File: src/rtl/float_addsub_seq_pkg.sv
`default_nettype none
// ============================================================================
// Module      : float_addsub_seq_pkg
// Description : Shared definitions for the 16-bit team float units.
//               Float layout is sign[15], exp[14:7] (bias 127), man[6:0] with
//               a hidden leading 1. Exp 0 means zero and exp 255 means infinity.
//               Also holds the add/sub FSM state encodings and field helpers.
// Ports       : none (package)
// Revision    : 1.0 - initial release
// ============================================================================
package float_addsub_seq_pkg;

    // Float field layout
    localparam int c_width     = 16;
    localparam int c_sign_bit  = 15;
    localparam int c_exp_msb   = 14;
    localparam int c_exp_lsb   = 7;
    localparam int c_man_msb   = 6;
    localparam int c_exp_bias  = 127;
    localparam logic [7:0] c_exp_inf = 8'hFF;

    // Datapath widths: {1, man, 3 guard zeros}, one carry bit, signed exp
    localparam int c_sig_w  = 11;
    localparam int c_sum_w  = 12;
    localparam int c_lz_w   = 4;
    localparam int c_expn_w = 10;

    typedef enum logic [2:0] {
        ST_IDLE  = 3'd0,
        ST_ALIGN = 3'd1,
        ST_ADD   = 3'd2,
        ST_NORM  = 3'd3,
        ST_DONE  = 3'd4
    } state_t;

    function automatic logic [7:0] f_exp(input logic [c_width-1:0] x);
        return x[c_exp_msb:c_exp_lsb];
    endfunction

    function automatic logic [6:0] f_man(input logic [c_width-1:0] x);
        return x[c_man_msb:0];
    endfunction

    function automatic logic f_is_inf(input logic [c_width-1:0] x);
        return (x[c_exp_msb:c_exp_lsb] == c_exp_inf);
    endfunction

    function automatic logic f_is_zero(input logic [c_width-1:0] x);
        return (x[c_exp_msb:c_exp_lsb] == 8'h00);
    endfunction

    function automatic logic [c_width-1:0] f_inf(input logic sign);
        return {sign, c_exp_inf, 7'h00};
    endfunction

    // Unbiased exponent, for units that need the true power of two
    function automatic int f_unbiased_exp(input logic [c_width-1:0] x);
        return int'(x[c_exp_msb:c_exp_lsb]) - c_exp_bias;
    endfunction

endpackage : float_addsub_seq_pkg
`default_nettype wire

File: src/rtl/clz12.sv
`default_nettype none
// ============================================================================
// Module      : clz12
// Description : Combinational leading-zero count of a 12-bit value, counted
//               from bit 11. An all-zero input returns 12.
// Ports       : value [11:0] in  - word to scan
//               count [3:0]  out - number of zeros above the leading 1
// Revision    : 1.0 - initial release
// ============================================================================
module clz12 (
    input  logic [11:0] value,
    output logic [3:0]  count
);

    // Scan upward so the highest set bit wins
    always_comb begin
        count = 4'd12;
        for (int i = 0; i < 12; i++) begin
            if (value[i]) begin
                count = 4'(11 - i);
            end
        end
    end

endmodule : clz12
`default_nettype wire

File: src/rtl/float_addsub_seq.sv
`default_nettype none
// ============================================================================
// Module      : float_addsub_seq
// Description : Multi-cycle add/subtract of two 16-bit team floats. The FSM
//               steps IDLE -> ALIGN -> ADD -> NORM -> DONE with a fixed
//               latency. Rounding is by truncation. Exp 0 counts as zero and
//               exp 255 counts as infinity.
// Ports       : clk   in   rising-edge clock
//               reset in   synchronous active-high reset
//               start in   request, accepted in IDLE or DONE
//               sub   in   0 = a+b, 1 = a-b
//               a, b  in   16-bit operands
//               busy  out  high in ALIGN/ADD/NORM
//               done  out  one-cycle pulse, out valid
//               out   out  result, held until the next completion
// Revision    : 1.0 - initial release
// ============================================================================
module float_addsub_seq
    import float_addsub_seq_pkg::*;
(
    input  logic        clk,
    input  logic        reset,
    input  logic        start,
    input  logic        sub,
    input  logic [15:0] a,
    input  logic [15:0] b,
    output logic        busy,
    output logic        done,
    output logic [15:0] out
);

    state_t r_state;
    logic   r_busy;
    logic   r_done;
    logic [15:0] r_out;

    // Operands captured at accept; r_b already has the effective sign
    logic [15:0] r_a;
    logic [15:0] r_b;

    // ALIGN stage results
    logic               r_special;
    logic [15:0]        r_special_val;
    logic               r_sign;
    logic               r_eff_sub;
    logic [7:0]         r_exp_big;
    logic [c_sig_w-1:0] r_sig_big;
    logic [c_sig_w-1:0] r_sig_small;

    // ADD stage result
    logic [c_sum_w-1:0] r_sum;

    // ------------------------------------------------------------------
    // ALIGN: order by magnitude and shift the smaller significand
    // ------------------------------------------------------------------
    logic               w_a_big;
    logic [15:0]        w_big;
    logic [15:0]        w_small;
    logic [7:0]         w_shamt;
    logic [c_sig_w-1:0] w_sig_small_full;
    logic [c_sig_w-1:0] w_sig_small;
    logic               w_special;
    logic [15:0]        w_special_val;

    // Exp sits above man, so the low 15 bits compare as a magnitude
    assign w_a_big          = (r_a[14:0] >= r_b[14:0]);
    assign w_big            = w_a_big ? r_a : r_b;
    assign w_small          = w_a_big ? r_b : r_a;
    assign w_shamt          = f_exp(w_big) - f_exp(w_small);
    assign w_sig_small_full = {1'b1, f_man(w_small), 3'b000};
    assign w_sig_small      = (w_shamt >= 8'd11) ? '0 : (w_sig_small_full >> w_shamt);

    // Infinity outranks zero, and a outranks b
    always_comb begin
        w_special     = 1'b1;
        w_special_val = 16'h0000;
        if (f_is_inf(r_a)) begin
            w_special_val = f_inf(r_a[c_sign_bit]);
        end else if (f_is_inf(r_b)) begin
            w_special_val = f_inf(r_b[c_sign_bit]);
        end else if (f_is_zero(r_a) && f_is_zero(r_b)) begin
            w_special_val = 16'h0000;
        end else if (f_is_zero(r_a)) begin
            w_special_val = r_b;
        end else if (f_is_zero(r_b)) begin
            w_special_val = r_a;
        end else begin
            w_special = 1'b0;
        end
    end

    // ------------------------------------------------------------------
    // ADD: big >= small always holds, so the difference never goes negative
    // ------------------------------------------------------------------
    logic [c_sum_w-1:0] w_sum;

    assign w_sum = r_eff_sub ? ({1'b0, r_sig_big} - {1'b0, r_sig_small})
                             : ({1'b0, r_sig_big} + {1'b0, r_sig_small});

    // ------------------------------------------------------------------
    // NORM: the leading 1 belongs at bit 10. Shift left by the count of
    // zeros above bit 11 and adjust exp by 1 - count. This covers the
    // carry-out case (count 0 gives exp+1) and the cancellation case alike.
    // ------------------------------------------------------------------
    logic [c_lz_w-1:0]          w_lzc;
    logic [c_sum_w-1:0]         w_norm;
    logic [6:0]                 w_man;
    logic signed [c_expn_w-1:0] w_exp_norm;
    logic [15:0]                w_result;
    logic [4:0]                 w_unused_norm;

    clz12 u_clz12 (
        .value (r_sum),
        .count (w_lzc)
    );

    assign w_norm        = r_sum << w_lzc;
    assign w_man         = w_norm[10:4];
    assign w_unused_norm = {w_norm[11], w_norm[3:0]};
    assign w_exp_norm    = $signed({2'b00, r_exp_big}) + 10'sd1
                         - $signed({6'b000000, w_lzc});

    always_comb begin
        w_result = {r_sign, w_exp_norm[7:0], w_man};
        if (r_special) begin
            w_result = r_special_val;
        end else if (r_sum == '0) begin
            w_result = 16'h0000;
        end else if (w_exp_norm >= 10'sd255) begin
            w_result = f_inf(r_sign);
        end else if (w_exp_norm <= 10'sd0) begin
            w_result = 16'h0000;
        end
    end

    // ------------------------------------------------------------------
    // Control FSM with registered outputs
    // ------------------------------------------------------------------
    always_ff @(posedge clk) begin
        if (reset) begin
            r_state <= ST_IDLE;
            r_busy  <= 1'b0;
            r_done  <= 1'b0;
            r_out   <= 16'h0000;
        end else begin
            case (r_state)
                ST_IDLE, ST_DONE: begin
                    r_done <= 1'b0;
                    if (start) begin
                        r_state <= ST_ALIGN;
                        r_busy  <= 1'b1;
                    end else begin
                        r_state <= ST_IDLE;
                    end
                end
                ST_ALIGN: r_state <= ST_ADD;
                ST_ADD:   r_state <= ST_NORM;
                ST_NORM: begin
                    r_state <= ST_DONE;
                    r_busy  <= 1'b0;
                    r_done  <= 1'b1;
                    r_out   <= w_result;
                end
                default: begin
                    r_state <= ST_IDLE;
                    r_busy  <= 1'b0;
                    r_done  <= 1'b0;
                end
            endcase
        end
    end

    // Datapath registers load only in their own stage, so nothing needs reset
    always_ff @(posedge clk) begin
        if ((r_state == ST_IDLE || r_state == ST_DONE) && start) begin
            r_a <= a;
            r_b <= {b[c_sign_bit] ^ sub, b[14:0]};
        end
        if (r_state == ST_ALIGN) begin
            r_special     <= w_special;
            r_special_val <= w_special_val;
            r_sign        <= w_big[c_sign_bit];
            r_eff_sub     <= r_a[c_sign_bit] ^ r_b[c_sign_bit];
            r_exp_big     <= f_exp(w_big);
            r_sig_big     <= {1'b1, f_man(w_big), 3'b000};
            r_sig_small   <= w_sig_small;
        end
        if (r_state == ST_ADD) begin
            r_sum <= w_sum;
        end
    end

    assign busy = r_busy;
    assign done = r_done;
    assign out  = r_out;

endmodule : float_addsub_seq
`default_nettype wire

File: config.mk
export PLATFORM = sky130hd
export DESIGN_NAME = float_addsub_seq
export DESIGN_NICKNAME = d
export VERILOG_FILES = /design/src/rtl/float_addsub_seq_pkg.sv /design/src/rtl/clz12.sv /design/src/rtl/float_addsub_seq.sv
export SDC_FILE = /design/constraint.sdc
export NUM_CORES = 1
export LEC_CHECK = 0
export ABC_AREA = 1
export BUFFER_PORTS_ARGS = -buffer_cell sky130_fd_sc_hd__buf_4
export CAP_MARGIN = 0
export CELL_PAD_IN_SITES_DETAIL_PLACEMENT = 2
export CELL_PAD_IN_SITES_GLOBAL_PLACEMENT = 2
export CORE_MARGIN = 3
export CORE_UTILIZATION = 41
export CTS_BUF_LIST = sky130_fd_sc_hd__clkbuf_4 sky130_fd_sc_hd__clkbuf_8
export CTS_CLUSTER_DIAMETER = 120
export CTS_CLUSTER_SIZE = 40
export DETAILED_ROUTE_END_ITERATION = 16
export GPL_ROUTABILITY_DRIVEN = 0
export PLACE_DENSITY_LB_ADDON = 0.1
export SLEW_MARGIN = 20
export SYNTH_ARGS = -nofsm -noshare
export SYNTH_HDL_FRONTEND = slang
export SYNTH_SLANG_ARGS = --single-unit
export TNS_END_PERCENT = 50
File: constraint.sdc
create_clock -name clk -period 8.9 [get_ports clk]
set_input_delay 0.89 -clock clk [delete_from_list [all_inputs] [get_ports clk]]
set_output_delay 0.89 -clock clk [all_outputs]
set_load 0.02 [all_outputs]
# == Word level (Yosys, flattened, before mapping) ==
# Index checks and enable logic that the tools add are counted.
# totals
latch_bits,0
register_bits,110
inputBits,36
memories,0
word_cells,80
output_inout_bits,18
mem_bits_ro,0
ramBits,0
# classes
n_shift,2
n_reduce_logical,13
n_mux,30
n_div,0
n_bitwise,3
eq_ne,7
addsub,5
n_mul,0
order_cmp,4
# ops
operator,count
$mux 16,10
$mux 4,8
$eq 8x8->1 const B,2
$logic_not 8->1,2
$ge 15x15->1,1
$mux 15,1
$add 11x11->12,1
$logic_not 12->1,1
$mux 12,1
$mux 3,4
$pmux 3 s4,1
$shl 12x4->11,1
$sub 11x11->12,1
$shr 11x8->11,1
$ge 10x9->1 const B,1
$le 10x1->1 const B,1
$sub 9x4->10,1
$add 8x1->9 const B,1
$ge 8x4->1 const B,1
$sub 8x8->8,1
$eq 3x2->1 const B,2
$reduce_or 2->1,3
$pmux 1 s2,2
$reduce_or 4->1,1
11 further kinds,15

# == Longest topological paths before layout ==
# Gate-level depths: netlist of the first run.
# depth
depth_word,18
depth_mapped,28
depth_no_buf,27

# == Cells and area by module ==
# A second synthesis of the first run with hierarchy kept.
# hier_totals
hier_cells,854
area_unflattened_um2,6959.2
# modules_own_cells
mod,cells_per_inst,area_per_inst_um2,n_inst,seq_area_each_um2
float_addsub_seq,820,6815.3,1,3093.0
clz12,34,143.9,1,0.0

# == Worst setup path before layout of the first run ==
# Ideal clock, no wire load.
# synth_path
path_kind,flip-flop to flip-flop
startpoint,register r_state[0]
endpoint,"register r_busy, in the netlist busy"
path_stages_with_launch,6
t_required_ns,8.830
arrival_ns,4.143
setup_slack_ns,4.687
setup_ns,0.070
path_buffers,0
cell_sequence,dfxtp_1 -> inv_1 -> nor3_1 -> or2_2 -> o21ai_0 -> a21oi_1
# synth_via
elab_chain_cells,4
# synth_rtl
element,line,source
start: declaration,float_addsub_seq.sv:32,state_t r_state;
start signal: assignment,float_addsub_seq.sv:141,r_state <= ST_IDLE;
start signal: assignment,float_addsub_seq.sv:150,r_state <= ST_ALIGN;
start signal: assignment,float_addsub_seq.sv:153,r_state <= ST_IDLE;
$eq 3x3->1 (tied with other cells),float_addsub_seq.sv:146,case (r_state)
$reduce_or 2->1 (on tied branches),n/a,
$ne 2x2->1 (no line) / $not 1->1 (equally long branches),n/a,
$reduce_and 2->1 (no line),n/a,
end signal: assignment,float_addsub_seq.sv:142,r_busy <= 1'b0;
end signal: assignment,float_addsub_seq.sv:151,r_busy <= 1'b1;
end signal: assignment,float_addsub_seq.sv:160,r_busy <= 1'b0;
end: declaration,float_addsub_seq.sv:33,logic r_busy;
# Parallel ways exist; a longest one is shown, timed or not.
# A chain may end at the register's enable or synchronous reset.

# == Worst setup path after layout of the first run ==
# layout_path
startpoint,register r_sum[1]
endpoint,"register r_out[11], in the netlist out[11]"
# layout_via
elab_chain_cells,17
# layout_rtl
element,line,source
start: declaration,float_addsub_seq.sv:51,logic [c_sum_w-1:0] r_sum;
start signal: assignment,float_addsub_seq.sv:189,r_sum <= w_sum;
$mux 3 (3 in series),clz12.sv:19,if (value[i]) begin
$mux 4 (8 in series),clz12.sv:19,
$sub 9x4->10,float_addsub_seq.sv:121,"- $signed({6'b000000, w_lzc});"
$le 10x1->1,float_addsub_seq.sv:131,end else if (w_exp_norm <= 10'sd0) begin
$mux 16,float_addsub_seq.sv:131,
$mux 16,float_addsub_seq.sv:129,end else if (w_exp_norm >= 10'sd255) begin
$mux 16 *,float_addsub_seq.sv:127,end else if (r_sum == '0) begin
$mux 16 *,float_addsub_seq.sv:125,if (r_special) begin
end signal: assignment,float_addsub_seq.sv:162,r_out <= w_result;
end: declaration,float_addsub_seq.sv:35,logic [15:0] r_out;
# Mark *: on every way between the ends. The rest lies on a longest branch, timed or not.

==> results of run 1 <==
[power groups by stage]
stage,Combinational (uW),Clock [uW],Sequential [uW]
after floorplan,341,0,649
after global placement,456,0,656
after detailed placement,498,0,661
after CTS,510,325,650
after global routing,570,342,655
final,510,318,650
[kinds of logic (layout without fill, tap and decap cells)]
kind of cell / after synthesis / after routing
AOI/OAI and AO/OA: 195 / 195
xor gates and xnor gates: 17 / 17
adders and majority gates: 45 / 45
buffers and inverters: 145 / 202
DFF: 110 / 110
muxes: 1 / 1
and+or+nand+nor: 325 / 325
[cell type report]
type,count,area share
multi-input cells,583,0.424
clock inverters,7,0.0103
inverters,131,0.0633
well taps,216,0.0348
clock buffers,9,0.0159
flip-flops and latches,110,0.398
repair buffers,55,0.0532
[synthesized netlist by cell type, types with 3 or more instances]
master,count,area (sq um)
a21oi_1,66,330
nand2_1,194,728
inv_1,123,462
clkinv_1,3,11.3
edfxtp_1,89,2670
o211ai_1,7,52.6
a21oi_2,10,87.6
xor2_1,14,123
o21ai_0,85,425
or2_2,4,25.0
nor4_1,8,50.1
nand2_2,6,37.5
o21bai_1,5,37.5
nand3_2,3,30.0
nor3_1,9,45.0
inv_2,5,18.8
nand3_1,29,145
dfxtp_1,21,420
o22ai_1,3,18.8
nor2_1,47,176
a22oi_1,5,37.5
clkbuf_1,10,37.5
xnor2_1,3,26.3
ha_1,43,538
o21ai_1,3,15.0
nand4_1,15,93.8
[worst max-delay path, stage by stage (launching register included)]
cell and delay (ps):
edfxtp_1 460, inv_1 110, a21oi_1 60, o21ai_0 300, nand2_1 90, a21oi_1 150, o21ai_0 90, nand2_1 380
inv_1 220, ha_1 240, ha_1 210, fa_1 420, a21oi_1 170, o21ai_0 170, nand2_1 120, nand2_1 90
a21oi_1 240, xor2_1 260, nor3_1 70, nand2_1 90, nand2_1 120, nor2_1 350, o21ai_0 230, a21oi_1 160
[stage by stage]
step,cell area (sq um),worst slack [ps],std cells,util,hold slack [ps]
after floorplan,6930,4690,838,-,426
after global placement,7560,4380,1095,0.466,462
final,7770,4030,1111,0.479,505
after CTS,7760,4040,1111,0.478,503
after detailed placement,7560,4140,1095,0.466,487
after global routing,7770,3450,1111,0.479,523
[routing by layer]
layer / global-route usage / up-vias / share of wire
met5: 0 / - / 0.00058
met2: 0.485 / 149 / 0.51
met3: 0.0459 / 45 / 0.039
met1: 0.331 / 3080 / 0.42
met4: 0.0935 / 2 / 0.028
li1: - / 2938 / -
[how the worst min path moves through the flow]
| stage | startpoint | endpoint | depth (start not counted) |
|---|---|---|---|
| floorplan | r_sig_small[0]$_SDFFCE_PP0P_ | r_sum[0]$_DFFE_PP_ | 0 |
| global placement | done$_SDFFE_PP0P_ | done$_SDFFE_PP0P_ | 2 |
| detailed placement | done$_SDFFE_PP0P_ | done$_SDFFE_PP0P_ | 2 |
| CTS | done$_SDFFE_PP0P_ | done$_SDFFE_PP0P_ | 2 |
| global route | done$_SDFFE_PP0P_ | done$_SDFFE_PP0P_ | 2 |
| finish | done$_SDFFE_PP0P_ | done$_SDFFE_PP0P_ | 2 |
[flip-flops by register name (all words and copies together), names as in the netlist]
name and cells:
r_sig_big 7, r_sig_small 11, busy 1, done 1, r_sum 12, r_state 3, r_exp_big 8, r_eff_sub 1
r_special 1, out 16, r_b 16, r_sign 1, r_a 16, r_special_val 16
==> impl_results.md, run 1 <==
- Setup bufs post-CTS: 0
- Worst Path Class, Setup: flop to flop
- Final wirelength: between 20 and 25 mm
- Core area: ~0.016 sq mm
- Worst-path clk slew: 120 ps
- Root Driver: clkbuf_8
- Comb power frac: 0.345
- Worst skew pair latency: between 400 and 500 ps
- Area grow syn2layout: 12.1%
- Syn Nets: 919
- Most frequent cells in the layout: nand2_1, inv_1, edfxtp_1
- Reg-to-reg slack, setup: around 4000 ps
- Io pins: 54
- Total Nets Final: 971
- Chip width: between 100 and 150 um
- Synth Cell Area: roughly 0.0069 sq mm
- Post-Syn Instances: between 800 and 900
- Hold buffers post-CTS: 0
- Resized Gates After CTS: 0
- Clock power frac: 0.215
- Initial Util: 0.427
- Tot Pwr: around 1500 uW
- Critical path data arrival time: 5210 ps
- Mux contribution to synthesized area: 0.00144
- Max-Cap Viols: 0
- Reg-to-Reg End: out[11]$_SDFFE_PP0P_
- Reg2Reg Depth: 23
- Critical Path Sink Type: flop
- Leakage power: between 0.003 and 0.004 uW
- CTS tree: yes
- Synthesis-stage register bit count: between 100 and 150
- Post-Synth XOR/XNOR Area: 0.0215
- Critical path startpoint category: flop
- Via Count: ~6200
- RR Startpoint: r_sum[1]$_DFFE_PP_
- Via density: between 5 and 6
- Synth cell types: 46
- Wire per inst: 21.7 um
- Global route overflow: 0
- HP Class: flop to flop
- Register area share after synthesis: 0.446
- Crit path from: r_sum[1]$_DFFE_PP_
- Worst vdd ir: ~0.093 mV
- Sw frac: 0.409
- Status: completed
- # diodes: 0
- Number of buffers inserted by port buffering: 53
- Die height: around 140 um
- Final setup fails: 0
- RSZ-0062 raised after global routing: false
- Largest net degree at the start of global routing: 47
- Power Density: around 190 mW/mm^2
- Reg area: roughly 0.0031 sq mm
- Post-synthesis simple-gate area fraction: 0.209
- CTS sink count: 110
- Layout cells sized above 1: 0.124
- Die footprint: ~0.018 sq mm
- Antenna-violating nets left: 0
- Fillers: between 1500 and 2000
- Ys Warns: 0
- Share of flip-flops with an asynchronous set or reset: 0
- Final hold vios: 0
- First-pass GRT wire length: 38.6 mm
- Final min period: slightly below 5000 ps
- DR pass1 iterations: 5
- CP required: just over 9000 ps
- Main combinational cell family by area after synthesis: simple AND/OR/NAND/NOR gates
- Final Max Tran Viols: 0
- CTS Buf Count: 9
- Commonest non-fill, non-tap cell in the layout: nand2_1
- Synthesized area per cell: slightly above 8 sq um
- H-tree levels: 3
- Max Clock Skew: around 14 ps
- Vias in the first global route: around 7000
- Clock Path Buffers: 2
- Power Internal: a little under 900 uW
- Worst slew pin tran: between 1000 and 1500 ps
- CP Capture Point: out[11]$_SDFFE_PP0P_
- Main flop type after synthesis: edfxtp_1
- Iter 0 DRT Violations: approximately 320
- Tcrit/Tclk final: 0.547
- Post-synth EDFFs: 89
- Fin Setup TNS: 0 ps
- Rel. slew slack: 0.268
- Initial antenna violation count: 1
- Critical path peak fanout: 18
- Compound-Gate Fraction of Synth Area: 0.158
- Row count: 46
- Total GRT Usage: 0.272
- Remaining DRCs: 0
- Fmax: 205 MHz
- Sequential power share: 0.440
- Dpl hpwl: roughly 19 mm
- Area of the multi-input gates: roughly 0.0033 sq mm
- Net Sw Power: 604 uW
- Post-Synth Adder-Cell Area: 0.0834
No activity file was read; power rests on OpenSTA's default activity.
==> inputs of run 2 (changes only) <==
--- a/config.mk
+++ b/config.mk
@@ -11,7 +11,7 @@
 export CELL_PAD_IN_SITES_DETAIL_PLACEMENT = 2
 export CELL_PAD_IN_SITES_GLOBAL_PLACEMENT = 2
 export CORE_MARGIN = 3
-export CORE_UTILIZATION = 41
+export CORE_UTILIZATION = 34
 export CTS_BUF_LIST = sky130_fd_sc_hd__clkbuf_4 sky130_fd_sc_hd__clkbuf_8
 export CTS_CLUSTER_DIAMETER = 120
 export CTS_CLUSTER_SIZE = 40
==> constraint.sdc (replaced) <==
create_clock -name clk -period 4.4 [get_ports clk]
set_input_delay 0.44 -clock clk [delete_from_list [all_inputs] [get_ports clk]]
set_output_delay 0.44 -clock clk [all_outputs]
set_load 0.02 [all_outputs]
==> impl_results.md, run 2 (synthesis gave the netlist of run 1 again) <==
- Status: completed
- Setup bufs post-CTS: 0
- Hold buffers post-CTS: 0
- Row count: 51
- Antenna-violating nets left: 0
- Fmax: 256 MHz
- Leakage power: 0.00346 uW
- CP required: 4720 ps
- Final min period: 3910 ps
- Worst hold path endpoint: r_b[10]$_DFFE_PP_
- Global route overflow: 0
- Max Clock Skew: 23.2 ps
- Max-Cap Viols: 0
- Critical Path Sink Type: flop
- Wire per inst: between 15 and 20 um
- Commonest non-fill, non-tap cell in the layout: nand2_1
- Min-Delay Path Depth: 1
- Dpl hpwl: 17.5 mm
- Area grow syn2layout: 14.0%
- CTS sink count: 110
- Final wirelength: 21.6 mm
- Critical path peak fanout: 7
- Vias in the first global route: about 6600
- Largest net degree at the start of global routing: between 40 and 50
- Total Nets Final: just under 1000
- Critical path data arrival time: between 4000 and 5000 ps
- CTS tree: yes
- Final setup fails: 0
- Hold Startpoint: b[10]
- Initial Util: 0.351
- Number of buffers inserted by port buffering: 53
- HP Class: primary input to flop
- Placed Cells: around 1100
- GR Util met3: 0.0188
- Clock Path Buffers: 2
- Chip width: about 150 um
- Worst Path Class, Setup: flop to flop
- Worst vdd ir: 0.168 mV
- Met2 Usage GRT: 0.358
- Via Count: between 5000 and 6000
- Final hold vios: 0
- RR Startpoint: r_sum[4]$_DFFE_PP_
- H-tree levels: 3
- Reg-to-reg slack, setup: 490 ps
- Fin cells: approximately 1200
- Reg-to-Reg End: out[2]$_SDFFE_PP0P_
- Worst slew pin tran: around 740 ps
- Critical path startpoint category: flop
- Hold slack: 207 ps
- Fin Setup TNS: 0 ps
- Reg2Reg Depth: 21
- # diodes: 0
- DR pass1 iterations: 4
- Rel. slew slack: 0.503
- Io pins: 54
- GRT busiest layer: met2
- Worst-path clk slew: about 130 ps
- Met1 Use GR: 0.263
- Power Density: ~370 mW/mm^2
- Die footprint: ~0.022 sq mm
- Worst skew pair latency: about 400 ps
- Core area: roughly 0.020 sq mm
- RSZ-0062 raised after global routing: false
- Resized Gates After CTS: 0
- Final Max Tran Viols: 0
- Initial antenna violation count: 0
- Root Driver: clkbuf_8
- Tot Pwr: slightly below 3000 uW
- Iter 0 DRT Violations: roughly 240
- Via density: 5.14
- Tcrit/Tclk final: 0.888
- Remaining DRCs: 0
- Layout cells sized above 1: 0.132
- CTS Buf Count: 9
- Most frequent cells in the layout: nand2_1, inv_1, edfxtp_1
- Total GRT Usage: 0.200
- First-pass GRT wire length: 35.2 mm
- Die height: about 150 um
==> run 2: cell type report <==
class	count	area, sq um
clock buffers	9	124
clock inverters	7	73.8
fillers	2279	11800
inverters	131	492
multi-input cells	583	3330
flip-flops and latches	110	3090
well taps	265	332
repair buffers	60	450
==> run 2: layer usage <==
metal / vias to the layer above / routed length (um)
met3: 18 / 399
met5: - / 0
met1: 2959 / 9920
li1: 2942 / -
met2: 69 / 11000
met4: 0 / 248
==> run 2: worst max-delay path by stage <==
stage                           from                   to  slack [ps]  cells after the start
2_1_floorplan  r_state[0]$_SDFF_PP0_    busy$_SDFFE_PP0P_         190                      5
3_3_place_gp     r_sum[10]$_DFFE_PP_  out[3]$_SDFFE_PP0P_         490                     20
3_5_place_dp     r_sum[11]$_DFFE_PP_  out[2]$_SDFFE_PP0P_         140                     20
4_1_cts          r_sum[11]$_DFFE_PP_  out[2]$_SDFFE_PP0P_          90                     20
5_1_grt          r_sum[11]$_DFFE_PP_  out[2]$_SDFFE_PP0P_          10                     20
6_report          r_sum[4]$_DFFE_PP_  out[2]$_SDFFE_PP0P_         490                     21
==> run 2: power breakdown <==
group / total (uW) / switching [uW] / internal (uW)
logic: 999 / 687 / 312
registers: 1310 / 74.2 / 1240
clock network: 636 / 410 / 226
==> run 2: critical path, stage by stage, from the launching register on <==
cell and delay [ps]:
edfxtp_1 460, nor4_2 520, nand2_1 310, ha_1 380, ha_1 370, a21oi_1 210, nand2_1 70, nand2_1 90
nand2_1 60, nand2_1 60, nand2_1 90, nand2_1 90, a21oi_1 90, nor2_1 110, nand2_1 70, nand2_1 120
nor2_1 60, nand2_1 70, nand2_1 140, nor3_4 220, nand3_1 110, a21oi_1 140
==> run 2: per-stage QoR <==
| stage | util | worst slack (ps) | area (sq um) |
|---|---|---|---|
| 6_report | 0.400 | 493 | 7900 |
| 5_1_grt | 0.400 | 14.5 | 7900 |
| 4_1_cts | 0.399 | 89.7 | 7860 |
| 3_5_place_dp | 0.389 | 136 | 7660 |
| 3_3_place_gp | 0.388 | 494 | 7660 |
| 2_1_floorplan | - | 187 | 6930 |
